File: src/rtl/serial_controller_fifo.sv
`default_nettype none
// ============================================================================
// Module   : serial_controller_fifo
// Brief    : Full-duplex UART with TX/RX word FIFOs. Multi-byte words are sent
//            low byte first. Define SERIAL_PARITY_EN for 8E1 framing (else 8N1).
// Revision : 1.0 - initial release
// ============================================================================
module serial_controller_fifo #(
    parameter int CLK_HZ     = 25000000,
    parameter int BAUD       = 115200,
    parameter int WORD_BYTES = 2,
    parameter int FIFO_DEPTH = 8
) (
    input  logic                    clk,
    input  logic                    rst_n,
    input  logic                    send,
    input  logic [8*WORD_BYTES-1:0] data_in,
    input  logic                    read,
    input  logic                    rxd,
    input  logic                    clear_err,
    output logic                    txd,
    output logic                    valid,
    output logic [8*WORD_BYTES-1:0] data_out,
    output logic                    tx_full,
    output logic                    tx_idle,
    output logic [3:0]              err_flags
);
    localparam int c_W       = 8*WORD_BYTES;
    localparam int c_DIV_RAW = (CLK_HZ + BAUD*8) / (BAUD*16);
    localparam int c_DIV     = (c_DIV_RAW < 1) ? 1 : c_DIV_RAW;
    localparam int c_DW      = (c_DIV > 1) ? $clog2(c_DIV) : 1;
    localparam int c_AW      = $clog2(FIFO_DEPTH);
    localparam logic [1:0]     c_LAST_IDX  = 2'(WORD_BYTES-1);
    localparam logic [c_W-1:0] c_BYTE_MASK = c_W'(8'hFF);

    typedef enum logic [2:0] {
        TX_IDLE = 3'd0, TX_LOAD = 3'd1, TX_START = 3'd2, TX_DATA = 3'd3, TX_STOP = 3'd4
`ifdef SERIAL_PARITY_EN
        , TX_PARITY = 3'd5
`endif
    } tx_state_t;

    typedef enum logic [2:0] {
        RX_IDLE = 3'd0, RX_START = 3'd1, RX_DATA = 3'd2, RX_STOP = 3'd3, RX_WAIT_HIGH = 3'd4
`ifdef SERIAL_PARITY_EN
        , RX_PARITY = 3'd5
`endif
    } rx_state_t;

    // Oversampling tick, 16 per bit
    logic [c_DW-1:0] r_div_cnt;
    logic            w_tick;
    assign w_tick = (r_div_cnt == c_DW'(c_DIV-1));

    always_ff @(posedge clk or negedge rst_n) begin
        if (!rst_n)      r_div_cnt <= '0;
        else if (w_tick) r_div_cnt <= '0;
        else             r_div_cnt <= r_div_cnt + 1'b1;
    end

    // TX FIFO
    logic [c_W-1:0] r_tx_mem [FIFO_DEPTH];
    logic [c_AW:0]  r_tx_wr, r_tx_rd;
    logic           w_tx_empty, w_tx_full, w_tx_pop, w_tx_push, w_tx_ovr;

    assign w_tx_empty = (r_tx_wr == r_tx_rd);
    assign w_tx_full  = (r_tx_wr == {~r_tx_rd[c_AW], r_tx_rd[c_AW-1:0]});
    assign w_tx_push  = send && (!w_tx_full || w_tx_pop);
    assign w_tx_ovr   = send && w_tx_full && !w_tx_pop;

    always_ff @(posedge clk) begin
        if (w_tx_push) r_tx_mem[r_tx_wr[c_AW-1:0]] <= data_in;
    end

    always_ff @(posedge clk or negedge rst_n) begin
        if (!rst_n) begin
            r_tx_wr <= '0;
            r_tx_rd <= '0;
        end else begin
            if (w_tx_push) r_tx_wr <= r_tx_wr + 1'b1;
            if (w_tx_pop)  r_tx_rd <= r_tx_rd + 1'b1;
        end
    end

    // TX serialiser
    tx_state_t      r_tx_state, w_tx_state_n;
    logic [c_W-1:0] r_tx_word, w_tx_word_n, w_tx_shift;
    logic [1:0]     r_tx_idx, w_tx_idx_n;
    logic [2:0]     r_tx_bit, w_tx_bit_n;
    logic [3:0]     r_tx_tcnt, w_tx_tcnt_n;
    logic [7:0]     w_tx_byte;
    logic           w_tx_bit_end;

    assign w_tx_shift   = r_tx_word >> {r_tx_idx, 3'b000};
    assign w_tx_byte    = w_tx_shift[7:0];
    assign w_tx_bit_end = w_tick && (r_tx_tcnt == 4'd15);

    always_comb begin
        w_tx_state_n = r_tx_state;
        w_tx_word_n  = r_tx_word;
        w_tx_idx_n   = r_tx_idx;
        w_tx_bit_n   = r_tx_bit;
        w_tx_tcnt_n  = r_tx_tcnt;
        w_tx_pop     = 1'b0;
        if (w_tick && r_tx_state != TX_IDLE && r_tx_state != TX_LOAD)
            w_tx_tcnt_n = r_tx_tcnt + 1'b1;
        case (r_tx_state)
            TX_IDLE: if (!w_tx_empty) begin
                w_tx_pop     = 1'b1;
                w_tx_word_n  = r_tx_mem[r_tx_rd[c_AW-1:0]];
                w_tx_idx_n   = '0;
                w_tx_state_n = TX_LOAD;
            end
            TX_LOAD: if (w_tick) w_tx_state_n = TX_START;
            TX_START: if (w_tx_bit_end) begin
                w_tx_bit_n   = '0;
                w_tx_state_n = TX_DATA;
            end
            TX_DATA: if (w_tx_bit_end) begin
                w_tx_bit_n = r_tx_bit + 1'b1;
`ifdef SERIAL_PARITY_EN
                if (r_tx_bit == 3'd7) w_tx_state_n = TX_PARITY;
            end
            TX_PARITY: if (w_tx_bit_end) begin
                w_tx_state_n = TX_STOP;
`else
                if (r_tx_bit == 3'd7) w_tx_state_n = TX_STOP;
`endif
            end
            TX_STOP: if (w_tx_bit_end) begin
                // Chain straight into the next byte or word so there is no idle gap
                if (r_tx_idx != c_LAST_IDX) begin
                    w_tx_idx_n   = r_tx_idx + 1'b1;
                    w_tx_state_n = TX_START;
                end else if (!w_tx_empty) begin
                    w_tx_pop     = 1'b1;
                    w_tx_word_n  = r_tx_mem[r_tx_rd[c_AW-1:0]];
                    w_tx_idx_n   = '0;
                    w_tx_state_n = TX_START;
                end else begin
                    w_tx_state_n = TX_IDLE;
                end
            end
            default: w_tx_state_n = TX_IDLE;
        endcase
    end

    always_ff @(posedge clk or negedge rst_n) begin
        if (!rst_n) begin
            r_tx_state <= TX_IDLE;
            r_tx_word  <= '0;
            r_tx_idx   <= '0;
            r_tx_bit   <= '0;
            r_tx_tcnt  <= '0;
        end else begin
            r_tx_state <= w_tx_state_n;
            r_tx_word  <= w_tx_word_n;
            r_tx_idx   <= w_tx_idx_n;
            r_tx_bit   <= w_tx_bit_n;
            r_tx_tcnt  <= w_tx_tcnt_n;
        end
    end

    always_comb begin
        case (r_tx_state)
            TX_START:  txd = 1'b0;
            TX_DATA:   txd = w_tx_byte[r_tx_bit];
`ifdef SERIAL_PARITY_EN
            TX_PARITY: txd = ^w_tx_byte;
`endif
            default:   txd = 1'b1;
        endcase
    end

    assign tx_full = w_tx_full;
    assign tx_idle = w_tx_empty && (r_tx_state == TX_IDLE);

    // RX synchroniser and deserialiser
    logic r_rx_s1, r_rx_s2;
    always_ff @(posedge clk or negedge rst_n) begin
        if (!rst_n) begin
            r_rx_s1 <= 1'b1;
            r_rx_s2 <= 1'b1;
        end else begin
            r_rx_s1 <= rxd;
            r_rx_s2 <= r_rx_s1;
        end
    end

    rx_state_t      r_rx_state, w_rx_state_n;
    logic [3:0]     r_rx_tcnt, w_rx_tcnt_n;
    logic [2:0]     r_rx_bit, w_rx_bit_n;
    logic [7:0]     r_rx_byte, w_rx_byte_n;
    logic [1:0]     r_rx_idx, w_rx_idx_n;
    logic [c_W-1:0] r_rx_word, w_rx_word_n, w_rx_placed;
    logic           w_rx_sample, w_rx_push, w_frame_err, w_par_err;

    assign w_rx_sample = w_tick && (r_rx_tcnt == 4'd15);
    assign w_rx_placed = (r_rx_word & ~(c_BYTE_MASK << {r_rx_idx, 3'b000}))
                       | (c_W'(r_rx_byte) << {r_rx_idx, 3'b000});

    always_comb begin
        w_rx_state_n = r_rx_state;
        w_rx_tcnt_n  = r_rx_tcnt;
        w_rx_bit_n   = r_rx_bit;
        w_rx_byte_n  = r_rx_byte;
        w_rx_idx_n   = r_rx_idx;
        w_rx_word_n  = r_rx_word;
        w_rx_push    = 1'b0;
        w_frame_err  = 1'b0;
        w_par_err    = 1'b0;
        if (w_tick && r_rx_state != RX_IDLE && r_rx_state != RX_WAIT_HIGH)
            w_rx_tcnt_n = r_rx_tcnt + 1'b1;
        case (r_rx_state)
            RX_IDLE: if (!r_rx_s2) begin
                w_rx_tcnt_n  = '0;
                w_rx_state_n = RX_START;
            end
            RX_START: if (w_tick && r_rx_tcnt == 4'd7) begin
                w_rx_tcnt_n  = '0;
                w_rx_bit_n   = '0;
                w_rx_state_n = r_rx_s2 ? RX_IDLE : RX_DATA;
            end
            RX_DATA: if (w_rx_sample) begin
                w_rx_byte_n = {r_rx_s2, r_rx_byte[7:1]};
                w_rx_bit_n  = r_rx_bit + 1'b1;
`ifdef SERIAL_PARITY_EN
                if (r_rx_bit == 3'd7) w_rx_state_n = RX_PARITY;
            end
            RX_PARITY: if (w_rx_sample) begin
                if (r_rx_s2 != ^r_rx_byte) begin
                    w_par_err    = 1'b1;
                    w_rx_idx_n   = '0;
                    w_rx_state_n = RX_WAIT_HIGH;
                end else begin
                    w_rx_state_n = RX_STOP;
                end
`else
                if (r_rx_bit == 3'd7) w_rx_state_n = RX_STOP;
`endif
            end
            RX_STOP: if (w_rx_sample) begin
                if (!r_rx_s2) begin
                    w_frame_err  = 1'b1;
                    w_rx_idx_n   = '0;
                    w_rx_state_n = RX_WAIT_HIGH;
                end else begin
                    w_rx_word_n  = w_rx_placed;
                    w_rx_push    = (r_rx_idx == c_LAST_IDX);
                    w_rx_idx_n   = (r_rx_idx == c_LAST_IDX) ? 2'd0 : r_rx_idx + 1'b1;
                    w_rx_state_n = RX_IDLE;
                end
            end
            RX_WAIT_HIGH: if (r_rx_s2) w_rx_state_n = RX_IDLE;
            default: w_rx_state_n = RX_IDLE;
        endcase
    end

    always_ff @(posedge clk or negedge rst_n) begin
        if (!rst_n) begin
            r_rx_state <= RX_IDLE;
            r_rx_tcnt  <= '0;
            r_rx_bit   <= '0;
            r_rx_byte  <= '0;
            r_rx_idx   <= '0;
            r_rx_word  <= '0;
        end else begin
            r_rx_state <= w_rx_state_n;
            r_rx_tcnt  <= w_rx_tcnt_n;
            r_rx_bit   <= w_rx_bit_n;
            r_rx_byte  <= w_rx_byte_n;
            r_rx_idx   <= w_rx_idx_n;
            r_rx_word  <= w_rx_word_n;
        end
    end

    // RX FIFO with registered show-ahead head
    logic [c_W-1:0]  r_rx_mem [FIFO_DEPTH];
    logic [c_AW:0]   r_rx_wr, r_rx_rd, w_rx_cnt;
    logic [c_AW-1:0] w_rx_rd_nxt;
    logic [c_W-1:0]  r_data_out;
    logic            w_rx_empty, w_rx_full, w_rx_pop, w_rx_wr, w_rx_ovr;

    assign w_rx_empty  = (r_rx_wr == r_rx_rd);
    assign w_rx_full   = (r_rx_wr == {~r_rx_rd[c_AW], r_rx_rd[c_AW-1:0]});
    assign w_rx_cnt    = r_rx_wr - r_rx_rd;
    assign w_rx_rd_nxt = r_rx_rd[c_AW-1:0] + 1'b1;
    assign w_rx_pop    = read && !w_rx_empty;
    assign w_rx_wr     = w_rx_push && (!w_rx_full || w_rx_pop);
    assign w_rx_ovr    = w_rx_push && w_rx_full && !w_rx_pop;

    always_ff @(posedge clk) begin
        if (w_rx_wr) r_rx_mem[r_rx_wr[c_AW-1:0]] <= w_rx_word_n;
    end

    always_ff @(posedge clk or negedge rst_n) begin
        if (!rst_n) begin
            r_rx_wr    <= '0;
            r_rx_rd    <= '0;
            r_data_out <= '0;
        end else begin
            if (w_rx_wr)  r_rx_wr <= r_rx_wr + 1'b1;
            if (w_rx_pop) r_rx_rd <= r_rx_rd + 1'b1;
            if (w_rx_pop) begin
                if (w_rx_cnt > {{c_AW{1'b0}}, 1'b1}) r_data_out <= r_rx_mem[w_rx_rd_nxt];
                else if (w_rx_wr)                    r_data_out <= w_rx_word_n;
            end else if (w_rx_wr && w_rx_empty) begin
                r_data_out <= w_rx_word_n;
            end
        end
    end

    assign valid    = !w_rx_empty;
    assign data_out = r_data_out;

    // Sticky errors; an event coincident with clear wins
    logic [3:0] r_err;
    always_ff @(posedge clk or negedge rst_n) begin
        if (!rst_n) r_err <= '0;
        else        r_err <= (clear_err ? 4'b0000 : r_err)
                           | {w_par_err, w_frame_err, w_rx_ovr, w_tx_ovr};
    end

    assign err_flags = r_err;

endmodule
`default_nettype wire

File: config.mk
export PLATFORM = sky130hd
export DESIGN_NAME = serial_controller_fifo
export DESIGN_NICKNAME = d
export VERILOG_FILES = /design/src/rtl/serial_controller_fifo.sv
export SDC_FILE = /design/constraint.sdc
export NUM_CORES = 1
export LEC_CHECK = 0
export BUFFER_PORTS_ARGS = -buffer_cell sky130_fd_sc_hd__buf_2
export CAP_MARGIN = 20
export CORE_MARGIN = 2
export CORE_UTILIZATION = 60
export DETAILED_ROUTE_END_ITERATION = 10
export GPL_TIMING_DRIVEN = 1
export PLACE_DENSITY = 0.77
export SYNTH_ARGS = -nofsm -noshare
export SYNTH_HDL_FRONTEND = slang
export SYNTH_SLANG_ARGS = --single-unit
File: constraint.sdc
create_clock -name clk -period 4 [get_ports clk]
set_clock_uncertainty 0.2 [all_clocks]
set_input_delay 1 -clock clk [delete_from_list [all_inputs] [get_ports clk]]
set_output_delay 1 -clock clk [all_outputs]
set_load 0.005 [all_outputs]
# Yosys cells after proc, flatten, opt, wreduce, memory -nomap -nowiden
# Memory sizes are Yosys's and may differ from the RTL's.
# Cells that the tools add are included.
[totals]
elab_cells = 186
inputBits = 22
mem_bits_rw = 256
n_memories = 2
output_inout_bits = 24
reg_bits = 106
[mem_list]
columns = ["name", "depth", "word_bits", "read_ports", "rd_ports_with_merged_regs", "wr", "line_no", "text"]
rows = [
  ["r_rx_mem", 8, 16, 1, 0, 1, "278", "logic [c_W-1:0] r_rx_mem [FIFO_DEPTH];"],
  ["r_tx_mem", 8, 16, 1, 0, 1, "62", "logic [c_W-1:0] r_tx_mem [FIFO_DEPTH];"],
]
[classes]
shifts = 3
muxes = 64
n_addsub = 13
bitwise = 6
n_reduce_logical = 40
magnitude_cmp = 2
n_eq_ne = 36
[op_table]
columns = ["cell", "n"]
rows = [
  ["2-to-1 mux 16 bit", 10],
  ["2-to-1 mux 3 bit", 17],
  ["case mux 16 bit (2 select lines)", 1],
  ["case mux 3 bit (5 select lines)", 2],
  ["adder 4 x 1 -> 4 bit, second input constant", 7],
  ["inequality test 2 bit, second input constant", 13],
  ["2-to-1 mux 4 bit", 5],
  ["bitwise AND 16 bit", 1],
  ["== test 4 bit", 4],
  ["logical AND 1 bit", 16],
  ["2-to-1 mux 2 bit", 8],
  ["NOT 16 bit", 1],
  ["bitwise OR 16 bit", 1],
  ["<< shifter 8 x 5 -> 16 bit", 1],
  ["<< shifter 8 x 5 -> 16 bit, first input constant", 1],
  ["right shift 16 x 5 -> 8 bit", 1],
  ["2-to-1 mux 1 bit", 14],
  ["== test 3 x 2 -> 1 bit, second input constant", 4],
  ["== test 3 bit, second input constant", 4],
  ["== test 4 bit, second input constant", 3],
  ["case mux 3 bit (2 select lines)", 2],
  ["AND reduction 6 bit", 2],
  ["adder 3 x 1 -> 3 bit, second input constant", 3],
  ["AND reduction 3 bit", 3],
  ["other kinds (22)", 40],
]

# Logic depth before layout (Yosys ltp)
[logic_depth]
ltp_word = 10
ltp_mapped = 10
ltp_nobuf = 7

# Worst setup path after synthesis
# Ideal clock, no wire load.
[synth_path]
kind = "in2reg"
startpoint = "input port read"
endpoint = "memory r_rx_mem[0][0] (netlist name) (enable)"
setup_time_ns = 0.409
required_time_ns = 3.391
cell_stages = 3
slack_ns = 0.880
n_path_buf = 0
arrival_time_ns = 2.511
cell_sequence = "or3_1 -> nand4_1 -> nor3_1"
[synth_via]
elab_chain_len = 5
[synth_lines]
columns = ["element", "line_no", "text"]
rows = [
  ["from (decl)", "18", "input logic read,"],
  ["logical AND 1 bit", "288", "assign w_rx_pop = read && !w_rx_empty;"],
  ["logical OR 1 bit", "289", "assign w_rx_wr = w_rx_push && (!w_rx_full || w_rx_pop);"],
  ["logical AND 1 bit", "289", ""],
  ["2-to-1 mux 1 bit", "293", "if (w_rx_wr) r_rx_mem[r_rx_wr[c_AW-1:0]] <= w_rx_word_n;"],
  ["2-to-1 mux 1 bit (implied by the code)", "293", ""],
  ["to (decl)", "278", ""],
]
# No other way between the ends.

# Worst setup path after layout
[layout_path]
startpoint = "register r_tx_idx[0]"
endpoint = "output port txd"
[layout_via]
elab_chain_len = 4
[layout_lines]
columns = ["element", "line_no", "text"]
rows = [
  ["from (decl)", "88", "logic [1:0] r_tx_idx, w_tx_idx_n;"],
  ["from (signal assigned)", "158", "r_tx_idx <= w_tx_idx_n;"],
  ["right shift 16 x 5 -> 8 bit", "94", "assign w_tx_shift = r_tx_word >> {r_tx_idx, 3'b000};"],
  ["binary-select mux 1 bit (select 3 bit)", "167", "TX_DATA: txd = w_tx_byte[r_tx_bit];"],
  ["2-to-1 mux 1 bit (implied by the code)", "167", ""],
  ["case mux 1 bit (2 select lines)", "165", "case (r_tx_state)"],
  ["to (decl)", "21", "output logic txd,"],
]
# No other way between the ends. The select of a mux whose other input is x is not followed.

==> reports/qor.txt <==
Net Sw Power - 0.00278 W
CP Capture Type - primary output
Netlist cell types - 56
Yosys reg bits - 361
Vias in the first global route - 8032
First-pass GRT wire length - 45800 um
Worst Path Max Fanout - 9
DR iter-0 viols - 665
Fin area - 0.0166 sq mm
Async SR Flop Fraction - 29.1%
Share of Yosys cell area claimed by the top area cell type - 52.1%
Number of max-cap violations - 0
Top post-synthesis cells by count - edfxtp_1, dfrtp_1, nand2_1, mux4_2, mux2i_1
Fraction of layout cells with a size suffix above 1 - 24.5%
Crit path time final - 3.56 ns
Syn. warnings - 0
Util after Layout - 68.6%
Setup_tns - 0 ns
Measured slew at the worst slew-check pin - 0.955 ns
Final Hold Vio Count - 0
WL/cell - 22.2 um
Worst VDD drop - 0.686 mV
Postcts setup bufs - 0
CP max-delay cell - mux4_2
Reg power frac - 44.6%
Die Area - 0.0258 sq mm
Clock transition at path regs - 0.06 ns
Outcome - complete, no violations
Dpl hpwl - 17100 um
Layout net count - 970
Buffers added on ports - 44
Top-count cell post-synth - edfxtp_1
WL final - 28500 um
CTS Hold Bufs - 0
Buf/Inv on CP - 1
Final setup vio count - 0
Syn Nets - 902
Core Box Area - 0.0242 sq mm
CTS root buffer - clkbuf_16
CP startpoint kind - flop
Die width - 161 um
Total track usage - 23.2%
CP required - 2.80 ns
Core Rows - 57
Area Overhead vs Synth - 12.8%
Worst min path class - flop to flop
Chip height - 161 um
Post-synthesis cell area - 0.0147 sq mm
DR vias - 7858
Placed Area - 0.0154 sq mm
Slew Viols, Final - 0
Fin crit share - 88.9%
Comb pwr share - 21.9%
Max stage delay on crit path - 0.55 ns
Leading area contributor after synthesis - edfxtp_1
Largest net degree at the start of global routing - 63
Relative slew slack - 36.3%
Most frequent CP cell - mux4_2
Top FF cell, synth - edfxtp_1
First-pass DRT Iterations - 5
Top cell family by delay on the critical path - multiplexers
Synth top area cells - edfxtp_1, dfrtp_1, mux4_2, mux2i_1, nand2_1
Post-CTS sizing - 0
Fmax - 281 MHz
Clock power share - 33.5%
Post-route ant nets - 0
Arrival @ worst endpoint - 2.36 ns
Remaining global-route overflow - 0
Int Power - 0.00739 W
RSZ-0062 raised after global routing - no
Seq/Total Area, Yosys - 70.0%
Cell count after synthesis - 866
Cells along the critical path - mux4_2 > mux4_2 > nand3b_1 > nand2_1 > buf_2
Power Dens Cells - 612 mW/mm^2
Clock Sinks - 361
WS Path Type - flop to primary output
CTS buffer count - 37
Number of synthesized flops with an enable pin - 256
Worst skew pair latency - 0.51 ns
Initial antenna violation count - 2
Avg Synthesized Cell Area - 17.0 sq um
Deepest clock path buffer count - 3
Starting Density - 60.8%
CTS tree - built
IO Count - 46
Routability cong. - 0.766
Vias/cell - 6.10
Switching Share - 27.3%
H-tree Lvls - 2
DRC - 0
Static Leak - 6.66 nW
==> power by group through the flow <==
stage / Combinational [W] / Clock [W] / Sequential [W]
floorplan: 0.00166 / 0 / 0.00454
global placement: 0.00220 / 0 / 0.00459
detailed placement: 0.00225 / 0 / 0.00461
CTS: 0.00227 / 0.00348 / 0.00454
global route: 0.00242 / 0.00365 / 0.00457
finish: 0.00223 / 0.00340 / 0.00454
==> final cells by class <==
type                            instances  area, sq um
Antenna cell                            2         5.00
Timing Repair Buffer                   72          445
Inverter                               17         63.8
Multi-Input combinational cell        445         4190
Tap cell                              324          405
Clock buffer                           55         1040
Clock inverter                         12          164
Fill cell                            1573         7610
Sequential cell                       361        10300
==> layout by cell type, fill, tap and decap left out, types with 10 or more instances in the layout <==
cell type,n
buf_2,43
nand2_1,75
mux2_2,23
nand3_1,12
mux2i_1,41
nor2_1,31
xnor2_1,13
buf_4,28
clkbuf_16,37
clkbuf_1,13
xor2_1,11
a21o_1,10
inv_1,17
ha_1,13
edfxtp_1,256
dfrtp_1,101
a211oi_1,10
o21ai_0,29
mux4_2,69
==> cells by family (layout without fill, tap and decap cells) <==
family	after synthesis	count (layout)	synth area share [%]
flip-flops	361	361	70.0
AND/OR/NAND/NOR	172	172	5.71
multiplexers	133	133	15.1
AO/OA/AOI/OAI	100	100	4.57
buffers and inverters	60	156	1.91
XOR/XNOR	25	25	1.49
adder cells (fa/ha/maj)	14	14	1.24
other	1	3	0.0254
==> metal layers <==
metal	part of all wire, %	track usage [%]
met1	42	33.9
met2	49	36.9
met3	7.4	4.80
met4	1.4	5.36
met5	0	0
==> sequential cells by signal, summed over array words and instances, names as in the netlist, 3 cells and up <==
name / count
r_rx_word: 16
r_rx_rd: 4
r_tx_wr: 4
data_out: 16
r_rx_bit: 3
r_rx_byte: 8
r_tx_tcnt: 4
r_tx_state: 3
r_rx_tcnt: 4
r_rx_mem: 128
r_rx_wr: 4
r_tx_word: 16
err_flags: 3
r_tx_rd: 4
r_tx_mem: 128
r_div_cnt: 4
r_tx_bit: 3
r_rx_state: 3
==> path summary, 6_finish.rpt <==
check / start / cells past startpoint / endpoint / slack, ns
min in group asynchronous: rst_n / 1 / r_tx_wr[1] / 0.37
max: r_tx_idx[0] / 5 / txd / 0.44
max reg2reg: r_rx_wr[1] / 7 / data_out[11] / 1.13
min reg2reg: r_rx_s1 / 0 / r_rx_s2 / 0.18
min: r_rx_s1 / 0 / r_rx_s2 / 0.18
max in group asynchronous: rst_n / 2 / data_out[12] / 2.48
==> per-stage QoR <==
step	worst slack [ns]	power, W	hold WS (ns)	std cells
finish	0.444	0.0102	0.176	1288
detailed placement	0.913	0.00686	0.167	1219
floorplan	0.880	0.00620	0.145	866
global route	0.314	0.0106	0.180	1287
global placement	0.938	0.00679	0.169	1219
CTS	0.385	0.0103	0.179	1286
Power figures use the tool's default switching activity.
